`config.mk`:
```
export PLATFORM = sky130hd
export DESIGN_NAME = univ_shift_reg
export DESIGN_NICKNAME = d
export VERILOG_FILES = /design/src/rtl/shift_pkg.sv /design/src/rtl/frame_counter.sv /design/src/rtl/univ_shift_reg.sv
export SDC_FILE = /design/constraint.sdc
export NUM_CORES = 1
export LEC_CHECK = 0
export ABC_AREA = 1
export CAP_MARGIN = 20
export CORE_MARGIN = 2
export CORE_UTILIZATION = 35
export DETAILED_ROUTE_END_ITERATION = 16
export GPL_TIMING_DRIVEN = 1
export HOLD_SLACK_MARGIN = 0.12
export PLACE_DENSITY = 0.71
export SETUP_SLACK_MARGIN = 0.5
export SLEW_MARGIN = 40
export SYNTH_ARGS = -nofsm -noshare
export SYNTH_HDL_FRONTEND = slang
export SYNTH_SLANG_ARGS = --single-unit
```
`constraint.sdc`:
```
create_clock -name clk -period 2.4 [get_ports clk]
set_input_delay 0.6 -clock clk [delete_from_list [all_inputs] [get_ports clk]]
set_output_delay 0.6 -clock clk [all_outputs]
set_load 0.005 [all_outputs]
```
`src/rtl/shift_pkg.sv`:
```
// Shared definitions for the universal shift register family: mode encoding
// and the counter-width helper used to size frame counters.
package shift_pkg;

    typedef enum logic [1:0] {
        MODE_HOLD = 2'b00,
        MODE_SHR  = 2'b01,
        MODE_SHL  = 2'b10,
        MODE_LOAD = 2'b11
    } mode_t;

    // Width needed to count 0..w-1; never narrower than one bit.
    function automatic int cnt_width(input int w);
        if (w <= 2) begin
            return 1;
        end
        return $clog2(w);
    endfunction

endpackage

```
`src/rtl/frame_counter.sv`:
```
// Modulo-MOD counter with a registered one-cycle wrap pulse; reusable by
// serialisers that need frame boundaries.
module frame_counter #(
    parameter int MOD   = 8,
    parameter int CNT_W = 3
) (
    input  logic             clk,
    input  logic             rst_n,
    input  logic             en,
    input  logic             inc,
    input  logic             clr,
    output logic [CNT_W-1:0] cnt,
    output logic             wrap
);

    localparam logic [CNT_W-1:0] LAST = CNT_W'(MOD - 1);

    logic [CNT_W-1:0] r_cnt;
    logic             r_wrap;
    logic             w_at_last;

    assign w_at_last = (r_cnt == LAST);

    always_ff @(posedge clk or negedge rst_n) begin
        if (!rst_n) begin
            r_cnt  <= '0;
            r_wrap <= 1'b0;
        end else if (!en) begin
            r_wrap <= 1'b0;
        end else begin
            // clr has priority: a load never reports a wrap
            r_wrap <= inc && !clr && w_at_last;
            if (clr) begin
                r_cnt <= '0;
            end else if (inc) begin
                r_cnt <= w_at_last ? '0 : r_cnt + 1'b1;
            end
        end
    end

    assign cnt  = r_cnt;
    assign wrap = r_wrap;

endmodule

```
`src/rtl/univ_shift_reg.sv`:
```
// Edge-triggered universal register: hold, load, shift/rotate both ways,
// complementary and serial outputs, plus a shift-frame counter.
module univ_shift_reg
    import shift_pkg::*;
#(
    parameter int               WIDTH     = 8,
    parameter logic [WIDTH-1:0] RESET_VAL = '0,
    localparam int              CNT_W     = cnt_width(WIDTH)
) (
    input  logic             clk,
    input  logic             rst_n,
    input  logic             en,
    input  logic [1:0]       mode,
    input  logic             rotate,
    input  logic             sin_r,
    input  logic             sin_l,
    input  logic [WIDTH-1:0] d,
    output logic [WIDTH-1:0] q,
    output logic [WIDTH-1:0] q_not,
    output logic             sout_r,
    output logic             sout_l,
    output logic [CNT_W-1:0] shift_cnt,
    output logic             frame_done
);

    mode_t            w_mode;
    logic [WIDTH-1:0] r_q;
    logic             w_in_r;
    logic             w_in_l;
    logic             w_shift;
    logic             w_load;

    assign w_mode  = mode_t'(mode);
    assign w_in_r  = rotate ? r_q[0]       : sin_r;
    assign w_in_l  = rotate ? r_q[WIDTH-1] : sin_l;
    assign w_shift = (w_mode == MODE_SHR) || (w_mode == MODE_SHL);
    assign w_load  = (w_mode == MODE_LOAD);

    always_ff @(posedge clk or negedge rst_n) begin
        if (!rst_n) begin
            r_q <= RESET_VAL;
        end else if (en) begin
            case (w_mode)
                MODE_SHR:  r_q <= {w_in_r, r_q[WIDTH-1:1]};
                MODE_SHL:  r_q <= {r_q[WIDTH-2:0], w_in_l};
                MODE_LOAD: r_q <= d;
                default:   r_q <= r_q;
            endcase
        end
    end

    frame_counter #(
        .MOD   (WIDTH),
        .CNT_W (CNT_W)
    ) u_frame_counter (
        .clk   (clk),
        .rst_n (rst_n),
        .en    (en),
        .inc   (w_shift),
        .clr   (w_load),
        .cnt   (shift_cnt),
        .wrap  (frame_done)
    );

    assign q      = r_q;
    assign q_not  = ~r_q;
    assign sout_r = r_q[0];
    assign sout_l = r_q[WIDTH-1];

endmodule

```
After elaboration in Yosys (flattened, before gate mapping)
Cells that the tools add are included.
{"block": "totals", "regBits": 12, "output_inout_bits": 22, "wordCells": 24}
{"block": "op_classes", "addsub": 1, "eq_ne": 4, "n_mux": 7, "n_bitwise": 1, "reduce_logical": 8}
{"cell": "one-hot mux 8 bit (3 select lines)", "n": 1}
{"cell": "two-way mux 3 bit", "n": 3}
{"cell": "NOT 8 bit", "n": 1}
{"cell": "== test 2 bit (second input constant)", "n": 2}
{"cell": "AND reduction 2 bit", "n": 2}
{"cell": "adder 3 x 1 -> 3 bit (second input constant)", "n": 1}
{"cell": "== test 3 bit (second input constant)", "n": 1}
{"cell": "two-way mux 1 bit", "n": 3}
{"cell": "nonzero test 3 bit", "n": 1}
{"cell": "== test 2 x 1 -> 1 bit (second input constant)", "n": 1}
{"cell": "logical AND 1 bit", "n": 2}
{"cell": "nonzero test 2 bit", "n": 1}
{"cell": "logical NOT 1 bit", "n": 1}
{"cell": "logical OR 1 bit", "n": 1}

Logic depth before layout (Yosys ltp)
{"block": "depth", "depth_word": 5, "depth_mapped": 8, "mapped_depth_nobuf": 8}

Modules after synthesis
Synthesis repeated with hierarchy kept, for this count alone.
{"block": "unflattened", "hier_cells": 112, "hier_area_um2": 820.8}
{"mod": "univ_shift_reg", "instances": 1, "cells_each": 91, "area_per_inst_um2": 626.9}
{"mod": "frame_counter", "instances": 1, "cells_each": 21, "area_per_inst_um2": 193.9}

Worst setup path after synthesis
OpenSTA, ideal clock, no wires.
{"block": "synth_path", "path_type": "input to register", "start": "input mode[0]", "end": "register r_q[0] (netlist: q[0])", "arrival_time_ps": 1296, "slack_ps": 1032, "path_stages": 8, "n_path_buf": 1, "cell_sequence": "inv_1 ha_1 buf_6 nor2_8 nand2_2 nand2_1 nor2_1 nor2_1"}
{"block": "synth_via", "elab_chain_cells": 3}
{"item": "start, declared", "line_no": "univ_shift_reg.sv:13", "rtl": "input logic [1:0] mode,"}
{"item": "== test 2 x 1 -> 1 bit or == test 2 bit (tied branches)", "line_no": "univ_shift_reg.sv:43", "rtl": "case (w_mode)"}
{"item": "nonzero test 3 bit (no source line)"}
{"item": "AND reduction 2 bit (no source line)"}
{"item": "end signal, assigned", "line_no": "univ_shift_reg.sv:44", "rtl": "MODE_SHR: r_q <= {w_in_r, r_q[WIDTH-1:1]};"}
{"item": "end signal, assigned", "line_no": "univ_shift_reg.sv:45", "rtl": "MODE_SHL: r_q <= {r_q[WIDTH-2:0], w_in_l};"}
{"item": "end signal, assigned", "line_no": "univ_shift_reg.sv:47", "rtl": "default: r_q <= r_q;"}
{"item": "end, declared", "line_no": "univ_shift_reg.sv:27", "rtl": "logic [WIDTH-1:0] r_q;"}
Several ways; a longest one is shown, not always the timed one.
A chain may end at the register's enable or synchronous reset.

Worst setup path in the final report
{"block": "layout_path", "start": "register r_q[2] (netlist: q[2])", "end": "output q_not[2]"}
{"block": "layout_via", "elab_chain_cells": 1}
{"item": "NOT 8 bit", "line_no": "univ_shift_reg.sv:66", "rtl": "assign q_not = ~r_q;"}
{"item": "end, declared", "line_no": "univ_shift_reg.sv:19", "rtl": "output logic [WIDTH-1:0] q_not,"}
No other way between the ends.

==> run metrics <==
final setup vio count 0; startpoint types flip-flop; leakage 0.659 nW; Final Hold Fails 0; Slew Limit Headroom 60.0%; total power 772 uW; utilization after layout 57.5%; kind of critical path flip-flop to output port; crit-path max FO 3; worst path cell trace inv_1, clkdlybuf4s50_1; Layout Nets 179; Post-synth EDFFs 0; DIE AREA 0.00264 mm2; CP max-delay cell clkdlybuf4s50_1; CORE AREA 0.00217 mm2; worst path required time 1800 ps; Seq/Total Area, Yosys 38.2%; clk sinks 12; synth cell count leaders nand2_1, inv_1, dfrtp_1; GRT Resource Usage Total 16.4%; Net Count, Synth 134; Final TNS setup 0 ps; vias in the first global route 720; Synth cell types 16; routed length per instance 11.3 um; Starting Density 36.2%; f_max 536 MHz; global placement routability congestion 0.839; # IOs 38; drt initial violations 16; Die X-Extent 51.4 um; Setup crit end kind output port; TritonCTS clock tree done; Inserted Clock Buffers 3; crit path DAT 1270 ps; Port Buffers 37; Max stage delay on crit path 500 ps; Routed Antenna Nets 0; largest net degree at the start of global routing 14; cells after synthesis 113; clock slew at reported path FFs 80 ps; synthesized cell area 786 um2; Vias/cell 4.49; Tightest Pin Transition 599 ps; total of max-cap violations 0; minimum clock period after layout 1870 ps; ys flop type dfrtp_1; worst min-delay path category flip-flop to flip-flop; wire length of the first global-routing pass 3.16 mm; die height 51.4 um; layout cell share with drive strength beyond 1 10.9%; DP Cell Count 174; Synth Register Bits 12; status finished clean; Layout Skew 6.81 ps; Avg Inst Size Synth 6.95 um2; clk_lat worst skew 280 ps; # hold bufs at CTS 0; total number of yosys warnings 0; root buf cell clkbuf_4; Worst VDD drop 0.369 mV; Diodes inserted 0; DR vias 827; asr flop ratio synth 100%; top-count cell post-synth nand2_1; htree depth 1; placed inst area 0.00116 mm2; R2R Setup Slk 1210 ps; DRT Pass-1 Iters 4; period utilisation layout 77.8%; post-synth top area cell dfrtp_1; RSZ-0062 raised after global routing no; post-synth top area share 38.2%; GRT overflow 0; Design Area, Final 0.00125 mm2; Longest Clk Path Bufs 2; cell row count 17; Final HPWL DP 1.48 mm; DRC Markers 0; Power Density 619 mW/mm2; initial antenna violation count 0; final WL 2.07 mm; max-slew violations 0; Area Growth Syn to Fin 58.8%; Layout Cells excl Fill 184; largest cells by area after synthesis dfrtp_1, nand2_1, ha_1
==> final cells by class <==
type                    instances  area [um2]
clock buffers                   3        22.5
fillers                       220         922
inverters                      17        66.3
multi-input cells              79         384
flip-flops and latches         12         302
well taps                      28        35.0
repair buffers                 45         438
==> critical path: cells and delay by family (launching register included) <==
family	cells	cell delay, ps
buf+inv	2	570
flops	1	410
==> state kept, by name (all words and copies together), names as in the netlist <==
signal                cells
q                         8
u_frame_counter.wrap      1
u_frame_counter.cnt       3
==> report_power, final <==
group          total (mW)  internal [mW]  switching (mW)
clock               0.130         0.0584          0.0717
sequential          0.293          0.246          0.0463
combinational       0.349          0.219           0.130
total               0.772          0.524           0.248
==> logic make-up (layout without fill, tap and decap cells) <==
logic type | Yosys count | count (layout) | synth area share [%]
flip-flops | 12 | 12 | 38.2
AND/OR/NAND/NOR | 70 | 70 | 37.7
AO/OA/AOI/OAI | 4 | 4 | 2.55
adder cells (fa/ha/maj) | 5 | 5 | 7.96
buffers and inverters | 22 | 65 | 13.5
==> worst paths after layout <==
check,startpoint,to,cells after the start
setup / recovery,q[2],q_not[2],2
hold / removal,u_frame_counter.cnt[0],u_frame_counter.cnt[0],1
setup reg to reg,u_frame_counter.cnt[0],u_frame_counter.cnt[1],5
hold reg to reg,u_frame_counter.cnt[0],u_frame_counter.cnt[0],1
max in group asynchronous,rst_n,q[1],1
min in group asynchronous,rst_n,q[2],1
==> repair_timing <==
| item | 4_1_cts | 5_1_grt |
|---|---|---|
| resized for setup | 0 | 6 |
| endpoints found under the setup margin | 0 | 9 |
| setup buffers | 0 | 7 |
==> layer usage <==
metal	global-route usage, %	share of wire, %	vias to the layer above
li1	-	-	422
met4	7.89	1.0	0
met2	27.8	52	25
met3	4.09	5.4	3
met5	0	0	-
met1	19.1	42	377
==> stage by stage <==
| stage | hold slack (ps) | setup WS [ps] |
|---|---|---|
| 2_1_floorplan | 304 | 1030 |
| 3_3_place_gp | 506 | 314 |
| 3_5_place_dp | 507 | 278 |
| 4_1_cts | 523 | 511 |
| 5_1_grt | 563 | 496 |
| 6_report | 516 | 533 |
==> placed cells by master, fill, tap and decap left out, types with 2 or more instances in the layout <==
cell type        count
nand2_1             49
clkdlybuf4s50_1     34
inv_1               16
dfrtp_1             11
nor2_1               9
nand3_1              8
buf_4                8
ha_1                 5
clkbuf_4             3
dlymetal6s2s_1       3
o21ai_1              2
No activity file was read; power rests on OpenSTA's default activity.
